$ cat src/rtl/reset_seq_pkg.sv
// reset_seq_pkg: shared types for the reset sequencer.
// Holds the FSM state encoding and the lock-loss counter width.
package reset_seq_pkg;

    localparam int LOST_CNT_W = 8;

    typedef enum logic [1:0] {
        WAIT_LOCK = 2'd0,
        RELEASE   = 2'd1,
        RUN       = 2'd2,
        SW_HOLD   = 2'd3
    } rs_state_e;

    // Saturating increment for the lock-loss counter.
    function automatic logic [LOST_CNT_W-1:0] sat_inc(
        input logic [LOST_CNT_W-1:0] v
    );
        return (v == '1) ? v : v + 1'b1;
    endfunction

endpackage

$ cat src/rtl/sync_level.sv
// sync_level: N-flop level synchronizer for a slow async status bit.
// Ports: clk, rst (sync, active-high), d (async in), q (synced out).
module sync_level #(
    parameter int STAGES = 2
) (
    input  logic clk,
    input  logic rst,
    input  logic d,
    output logic q
);

    // Depth below two gives no metastability margin; clamp it.
    localparam int N = (STAGES < 2) ? 2 : STAGES;

    (* ASYNC_REG = "TRUE" *)
    logic [N-1:0] chain;

    always_ff @(posedge clk) begin
        if (rst) begin
            chain <= '0;
        end else begin
            chain <= {chain[N-2:0], d};
        end
    end

    assign q = chain[N-1];

endmodule

$ cat src/rtl/reset_sequencer.sv
// reset_sequencer: staggered per-block reset release gated by PLL lock.
// Ports: clk, rst (sync, active-high), pll_locked (async level),
//   sw_rst_req (1-cycle pulse), rst_out[N_STAGES] (active-high),
//   ready, lock_lost_cnt[8], lock_timeout (sticky), state_o[2].
module reset_sequencer
    import reset_seq_pkg::*;
#(
    parameter int N_STAGES     = 3,
    parameter int SYNC_STAGES  = 2,
    parameter int HOLD_CYCLES  = 16,
    parameter int STAGE_GAP    = 8,
    parameter int LOCK_TIMEOUT = 1000000
) (
    input  logic                  clk,
    input  logic                  rst,
    input  logic                  pll_locked,
    input  logic                  sw_rst_req,
    output logic [N_STAGES-1:0]   rst_out,
    output logic                  ready,
    output logic [LOST_CNT_W-1:0] lock_lost_cnt,
    output logic                  lock_timeout,
    output logic [1:0]            state_o
);

    localparam int STB_W = $clog2(HOLD_CYCLES + 1);
    localparam int GAP_W = (STAGE_GAP > 1) ? $clog2(STAGE_GAP) : 1;
    localparam int TO_W  = $clog2(LOCK_TIMEOUT + 1);
    localparam int IDX_W = (N_STAGES > 1) ? $clog2(N_STAGES) : 1;

    localparam logic [STB_W-1:0] HOLD_MAX  = STB_W'(HOLD_CYCLES);
    localparam logic [STB_W-1:0] HOLD_LAST = STB_W'(HOLD_CYCLES - 1);
    localparam logic [GAP_W-1:0] GAP_LAST  = GAP_W'(STAGE_GAP - 1);
    localparam logic [TO_W-1:0]  TO_MAX    = TO_W'(LOCK_TIMEOUT);
    localparam logic [IDX_W-1:0] IDX_LAST  = IDX_W'(N_STAGES - 1);

    localparam logic [N_STAGES-1:0] ALL_ON    = '1;
    localparam logic [N_STAGES-1:0] FIRST_OFF = ALL_ON << 1;
    localparam logic [N_STAGES-1:0] ONE_HOT0  = N_STAGES'(1);

    localparam logic SINGLE = (N_STAGES == 1);

    logic lock_s;

    rs_state_e        state;
    logic [STB_W-1:0] stb_cnt;
    logic [GAP_W-1:0] gap_cnt;
    logic [TO_W-1:0]  to_cnt;
    logic [IDX_W-1:0] stage_idx;

    sync_level #(
        .STAGES(SYNC_STAGES)
    ) u_lock_sync (
        .clk(clk),
        .rst(rst),
        .d  (pll_locked),
        .q  (lock_s)
    );

    assign state_o = state;

    // stb_cnt doubles as the SW_HOLD duration counter; it is
    // always cleared on the way into and out of SW_HOLD.
    always_ff @(posedge clk) begin
        if (rst) begin
            state         <= WAIT_LOCK;
            stb_cnt       <= '0;
            gap_cnt       <= '0;
            to_cnt        <= '0;
            stage_idx     <= '0;
            rst_out       <= ALL_ON;
            ready         <= 1'b0;
            lock_lost_cnt <= '0;
            lock_timeout  <= 1'b0;
        end else begin
            unique case (state)
                WAIT_LOCK: begin
                    rst_out <= ALL_ON;
                    ready   <= 1'b0;
                    if (to_cnt != TO_MAX) begin
                        to_cnt <= to_cnt + 1'b1;
                        if (to_cnt == TO_MAX - 1'b1) begin
                            lock_timeout <= 1'b1;
                        end
                    end
                    if (!lock_s || sw_rst_req) begin
                        stb_cnt <= '0;
                    end else if (stb_cnt == HOLD_MAX) begin
                        // Lock qualified: first stage goes now.
                        stb_cnt   <= '0;
                        to_cnt    <= '0;
                        gap_cnt   <= '0;
                        stage_idx <= IDX_W'(1);
                        rst_out   <= FIRST_OFF;
                        ready     <= SINGLE;
                        state     <= SINGLE ? RUN : RELEASE;
                    end else begin
                        stb_cnt <= stb_cnt + 1'b1;
                    end
                end

                RELEASE: begin
                    to_cnt <= '0;
                    if (!lock_s) begin
                        rst_out       <= ALL_ON;
                        ready         <= 1'b0;
                        lock_lost_cnt <= sat_inc(lock_lost_cnt);
                        stb_cnt       <= '0;
                        gap_cnt       <= '0;
                        state         <= WAIT_LOCK;
                    end else if (sw_rst_req) begin
                        rst_out <= ALL_ON;
                        ready   <= 1'b0;
                        stb_cnt <= '0;
                        gap_cnt <= '0;
                        state   <= SW_HOLD;
                    end else if (gap_cnt == GAP_LAST) begin
                        gap_cnt <= '0;
                        rst_out <= rst_out & ~(ONE_HOT0 << stage_idx);
                        if (stage_idx == IDX_LAST) begin
                            ready <= 1'b1;
                            state <= RUN;
                        end else begin
                            stage_idx <= stage_idx + 1'b1;
                        end
                    end else begin
                        gap_cnt <= gap_cnt + 1'b1;
                    end
                end

                RUN: begin
                    to_cnt <= '0;
                    if (!lock_s) begin
                        rst_out       <= ALL_ON;
                        ready         <= 1'b0;
                        lock_lost_cnt <= sat_inc(lock_lost_cnt);
                        stb_cnt       <= '0;
                        gap_cnt       <= '0;
                        state         <= WAIT_LOCK;
                    end else if (sw_rst_req) begin
                        rst_out <= ALL_ON;
                        ready   <= 1'b0;
                        stb_cnt <= '0;
                        gap_cnt <= '0;
                        state   <= SW_HOLD;
                    end else begin
                        rst_out <= '0;
                        ready   <= 1'b1;
                    end
                end

                SW_HOLD: begin
                    rst_out <= ALL_ON;
                    ready   <= 1'b0;
                    to_cnt  <= '0;
                    // Lock loss here is not counted: the blocks are
                    // already held in reset by software.
                    if (!lock_s || stb_cnt == HOLD_LAST) begin
                        stb_cnt <= '0;
                        state   <= WAIT_LOCK;
                    end else begin
                        stb_cnt <= stb_cnt + 1'b1;
                    end
                end
            endcase
        end
    end

endmodule

$ cat config.mk
export PLATFORM = sky130hd
export DESIGN_NAME = reset_sequencer
export DESIGN_NICKNAME = d
export VERILOG_FILES = /design/src/rtl/reset_seq_pkg.sv /design/src/rtl/sync_level.sv /design/src/rtl/reset_sequencer.sv
export SDC_FILE = /design/constraint.sdc
export NUM_CORES = 1
export LEC_CHECK = 0
export ABC_CLOCK_PERIOD_IN_PS = 2700
export BUFFER_PORTS_ARGS = -buffer_cell sky130_fd_sc_hd__clkbuf_2
export CAP_MARGIN = 20
export CORE_AREA = 2 2 65 74
export DETAILED_ROUTE_END_ITERATION = 8
export DIE_AREA = 0 0 67 76
export PLACE_DENSITY = 0.74
export SLEW_MARGIN = 30
export SYNTH_ARGS = -nofsm -noshare
export SYNTH_HDL_FRONTEND = slang
export SYNTH_HIERARCHICAL = 1
export SYNTH_SLANG_ARGS = --single-unit
export TNS_END_PERCENT = 5
$ cat constraint.sdc
create_clock -name clk -period 2.7 [get_ports clk]
set_clock_uncertainty 0.1 [all_clocks]
set_input_delay 0.135 -clock clk [delete_from_list [all_inputs] [get_ports clk]]
set_output_delay 0.135 -clock clk [all_outputs]
set_load 0.02 [all_outputs]
=== Yosys cells after proc, flatten, opt, wreduce, memory -nomap -nowiden ===
Cells that the tools add are included.

* Bits in registers: 47

* Add/subtract/negate cells: 5
* Equality and inequality tests: 21
* Shift-type cells: 1
* Mux-type cells: 48
* Bitwise gates (word level): 4
* Reduce and logical (&&, ||, !) cells: 15

{| class="wikitable"
|+ Operators with widths
! kind !! count
|-
| 20-bit 2-to-1 mux || 3
|-
| 20-bit one-hot mux with 2 select lines || 1
|-
| 3-bit 2-to-1 mux || 12
|-
| 2-bit 2-to-1 mux || 13
|-
| 5-bit 2-to-1 mux || 5
|-
| 20-bit by 1-bit adder with 20-bit output (second input constant) || 1
|-
| 20-bit == test (second input constant) || 1
|-
| 20-bit != test (second input constant) || 1
|-
| 5-bit one-hot mux with 3 select lines || 1
|-
| 2-bit != test (second input constant) || 6
|-
| 3-bit one-hot mux with 4 select lines || 1
|-
| 3-bit one-hot mux with 3 select lines || 1
|-
| 8-bit by 1-bit adder with 8-bit output (second input constant) || 1
|-
| 8-bit == test (second input constant) || 1
|-
| 1-bit 2-to-1 mux || 8
|-
| 4-bit != test (second input constant) || 2
|-
| 2-bit one-hot mux with 4 select lines || 1
|-
| 7-bit AND reduction || 1
|-
| 2-bit == test (second input constant) || 3
|-
| 3-bit != test (second input constant) || 2
|-
| 3-bit AND reduction || 2
|-
| 6-bit AND reduction || 1
|-
| 5-bit by 1-bit adder with 5-bit output (second input constant) || 1
|-
| 5-bit by 4-bit == test with 1-bit output (second input constant) || 1
|-
| 21 further kinds || 24
|}

=== Longest topological paths before layout ===
* Depth in word-level cells: 7
* Gate-level depth with buffers: 8
* Depth with buffers taken out: 8

=== Modules after synthesis ===
Netlist, hierarchy kept.

{| class="wikitable"
|+ Modules (own cells, without submodules)
! module !! times used !! cells each !! area an instance (um^2)
|-
| reset_sequencer || 1 || 293 || 2432.3
|-
| sync_level || 1 || 4 || 52.6
|}

=== Worst setup path after synthesis ===
No wires, ideal clock.

* Path type: reg-to-reg
* From: register state[0] (netlist: state_o[0])
* To: register to_cnt[14]
* Setup time: 71 ps
* Arrival: 1931 ps
* Data required time: 2529 ps
* Path slack: 598 ps
* Cell stages (with the launch flop): 7
* Buffers on the path: 2
* Period minus slack after synthesis: 2102 ps
* Path through: dfxtp_1 -> inv_1 -> ha_1 -> clkbuf_1 -> or4_1 -> clkbuf_1 -> a21oi_1

* Word-level cells in the longest chain between the ends: 3

{| class="wikitable"
|+ RTL lines
! item !! RTL line !! source
|-
| from (decl) || reset_sequencer.sv:44 || <nowiki>rs_state_e state;</nowiki>
|-
| from (signal assigned) || reset_sequencer.sv:95 || <nowiki>state <= SINGLE ? RUN : RELEASE;</nowiki>
|-
| 2-bit == test or 2-bit by 1-bit == test with 1-bit output (tied branches) || reset_sequencer.sv:75 || <nowiki>unique case (state)</nowiki>
|-
| 3-bit OR reduction (no line) || n/a ||
|-
| 20-bit one-hot mux with 2 select lines (*) || reset_sequencer.sv:75 ||
|-
| to (signal assigned) || reset_sequencer.sv:80 || <nowiki>to_cnt <= to_cnt + 1'b1;</nowiki>
|-
| to (decl) || reset_sequencer.sv:47 || <nowiki>logic [TO_W-1:0] to_cnt;</nowiki>
|}

Every way passes the cells marked *; elsewhere a longest branch is shown, timed or not.
A chain may end at the register's enable or synchronous reset.

=== Worst setup path after layout ===
Ends and elaborated chain as after synthesis.

==> run summary <==
SYNTH
----------------------------------------------------------------------------------------
Top flip-flop cell by instance count after synthesis                             dfxtp_1
Largest cells by area after synthesis                                       dfxtp_1 38%, ha_1 8.1%, nor2_1 5.7%
Seq/Total Area, Yosys                                                              0.379
Average cell area after synthesis                                               8.37 µm²
Share of Yosys cell area claimed by the top area cell type                         0.379
Cell accounting for the most synthesized area                                    dfxtp_1
Mapped Cells                                                                         297
Syn. warnings                                                                          6
Async set-reset flop share out of synthesis                                            0
Count of state elements after synthesis                                               47
Total nets after synthesis                                                           317
Number of synthesized flops with an enable pin                                         0
Cell area after synthesis                                                    0.00248 mm²
Count of unique library cells instantiated by Yosys                                   46

STA
----------------------------------------------------------------------------------------
Number of setup violations in the final report                                         0
Least-Margin Pin Slew                                                           0.636 ns
Slew Limit Headroom                                                                0.576
Number of max-slew violations in the final report                                      0
Setup_tns                                                                           0 ns
Number of hold violations in the final report                                          0
Min Tclk post-route                                                              2.22 ns
Peak clock frequency supported by timing                                         451 MHz
Portion of the clock cycle consumed by the worst path in the final layout          0.821
Unrepaired setup endpoints after global routing                                    false

CLOCK TREE
----------------------------------------------------------------------------------------
Buffer cell driving the clock tree root                                         clkbuf_8
Clock insertion delay at the later pin of the skew report                        0.29 ns
CTS H-tree lvls                                                                        2
Buffer depth of the longest clock path                                                 2
TritonCTS buffer count                                                                 5
TritonCTS clock tree                                                                done
CTS-repair resized insts                                                               0
CTS sink cnt                                                                          47
CTS clk-pin slew, worst paths                                                    0.08 ns

DETAILED ROUTING
----------------------------------------------------------------------------------------
Drt first pass iters                                                                   4
Antenna-violating nets left                                                            0
Iteration-0 DRC Markers                                                               57
Number of vias in the routed layout                                                2,079
Total wire length after detailed routing                                         4800 µm
Number of remaining DRC errors                                                         0
Mean number of vias per cell                                                        5.63
Post-DR wirelength/cell                                                          13.0 µm

SETUP PATH
----------------------------------------------------------------------------------------
Critical path startpoint category                                              flip-flop
Type of destination of the critical path                                       flip-flop
Worst Path Max Fanout                                                                 20
Worst Path Class, Setup                                                       reg -> reg
Data required time at the worst endpoint                                         2.82 ns
Arr. time, crit path                                                             2.33 ns

OUTCOME
----------------------------------------------------------------------------------------
Run status                                                                     completed

FINISH
----------------------------------------------------------------------------------------
Antenna diode count                                                                    0
Proportion of layout cells with a drive suffix above 1                             0.109
Fin nets                                                                             334
Number of standard cells in the final layout excluding fillers                       369
Non-Filler Cell Area, Final                                                  0.00270 mm²
Synth-to-layout area growth                                                        8.61%

GRT
----------------------------------------------------------------------------------------
Global routing usage summed across all routing layers                              0.202
Via count of the first global-routing pass                                         1,894
Number of antenna violations at the first check in global routing                      0
Gr ovfl total                                                                          0
First-pass GRT wire length                                                       8290 µm
Pin count of the biggest net entering global routing                                  27

DIE
----------------------------------------------------------------------------------------
I/O pins                                                                              19
Starting utilization of the core area                                              0.562
DIE AREA                                                                     0.00509 mm²
Die extent in y                                                                    76 µm
Number of cell rows                                                                   26
Placeable core region                                                        0.00442 mm²
Die extent in x                                                                    67 µm

HOLD PATH
----------------------------------------------------------------------------------------
Worst hold path class                                                          in -> reg

PLACEMENT
----------------------------------------------------------------------------------------
Detailed Place HPWL                                                              3480 µm
Total placed cells including tap cells                                               362
Post-place instance area                                                     0.00262 mm²
GPL Wtd Cong                                                                       0.854
Port Buf Inserts                                                                      18

RUN
----------------------------------------------------------------------------------------
MaxCap Viol Count                                                                      0

PWR
----------------------------------------------------------------------------------------
Worst VDD drop                                                                0.000357 V
Cell leakage power                                                            0.00100 µW
Areal power density over the cells                                            479 mW/mm²

-- logic make-up (layout without fill, tap and decap cells) --
family / Yosys count / count (layout) / share of synthesized area
xor+xnor: 21 / 21 / 0.0740
buf+inv: 28 / 44 / 0.0433
flops: 47 / 47 / 0.379
mux: 6 / 6 / 0.0247
fa+ha+maj: 16 / 16 / 0.0806
compound gates: 42 / 42 / 0.109
simple gates: 137 / 137 / 0.290
-- state kept, by name, summed over array words and instances, names as in the netlist --
signal / flops
stage_idx: 2
rst_out: 3
stb_cnt: 5
gap_cnt: 3
lock_lost_cnt: 8
u_lock_sync/chain: 2
to_cnt: 20
lock_timeout: 1
ready: 1
state_o: 2
-- per-layer routing --
metal	routed length (µm)	share of wire	global-route usage
met1	2210	0.46	0.251
met2	2340	0.49	0.349
met4	98	0.020	0.0551
met5	0	0	0
met3	140	0.029	0.0414
-- cell usage in the layout, fill, tap and decap left out, drive strengths merged, types with 4 or more instances in the layout --
cell and count:
a21oi 11, a31oi 4, clkbuf 24, dfxtp 47
ha 16, inv 17, mux2i 5, nand2 30
nand2b 5, nand3 14, nand4 8, nor2 38
nor2b 8, nor3 4, nor4 4, nor4b 5
o21ai 9, or3 4, or4 5, xnor2 6
xor2 15
-- repair_timing --
action / 4_1_cts / 5_1_grt
setup endpoints to repair: 0 / 0
hold endpoints to repair: 1 / 0
hold buffers: 1 / 0
setup buffers: 0 / 0
-- path summary, 6_finish.rpt --
kind | startpoint | endpoint | slack, ns | cells after the start
max | state_o[0] | to_cnt[14] | 0.48 | 4
min | sw_rst_req | stb_cnt[0] | 0.11 | 3
max reg2reg | state_o[0] | to_cnt[14] | 0.48 | 4
min reg2reg | u_lock_sync/chain[0] | u_lock_sync/chain[1] | 0.34 | 1
-- layout make-up --
| cell class | instances | area [µm²] |
|---|---|---|
| clock buffers | 6 | 72.6 |
| fillers | 405 | 1730 |
| inverters | 17 | 63.8 |
| multi-input cells | 222 | 1440 |
| flip-flops and latches | 47 | 941 |
| well taps | 56 | 70.1 |
| repair buffers | 21 | 115 |
-- power breakdown --
| part | internal (µW) | total (µW) | switching, µW |
|---|---|---|---|
| Sequential | 710 | 729 | 19.0 |
| Clock | 173 | 386 | 213 |
| Combinational | 67.9 | 178 | 110 |
-- Yosys cell counts, types with 4 or more instances --
master / count
a21oi_1: 11
a31oi_1: 4
clkbuf_1: 8
dfxtp_1: 47
ha_1: 16
inv_1: 17
mux2i_1: 5
nand2_1: 30
nand2b_1: 5
nand3_1: 14
nand4_1: 7
nor2_1: 38
nor2b_1: 8
nor3_1: 4
nor4b_1: 5
o21ai_0: 9
or4_1: 5
xnor2_1: 6
xor2_1: 15
-- per-stage QoR --
step                setup slack (ns)   util  total power (µW)  hold slack (ns)
floorplan                      0.598      -               877            0.107
global placement               0.527  0.591               918            0.242
detailed placement             0.455  0.591               923            0.254
CTS                            0.444  0.610              1310           0.0939
global route                   0.291  0.610              1360            0.106
finish                         0.483  0.610              1290            0.109
-- worst max-delay path, stage by stage, from the launching register on --
cell and delay, ns:
dfxtp_1 0.39, inv_1 0.11, ha_1 0.43, or4_1 0.89
a21oi_1 0.21
No activity file was read; power rests on OpenSTA's default activity.
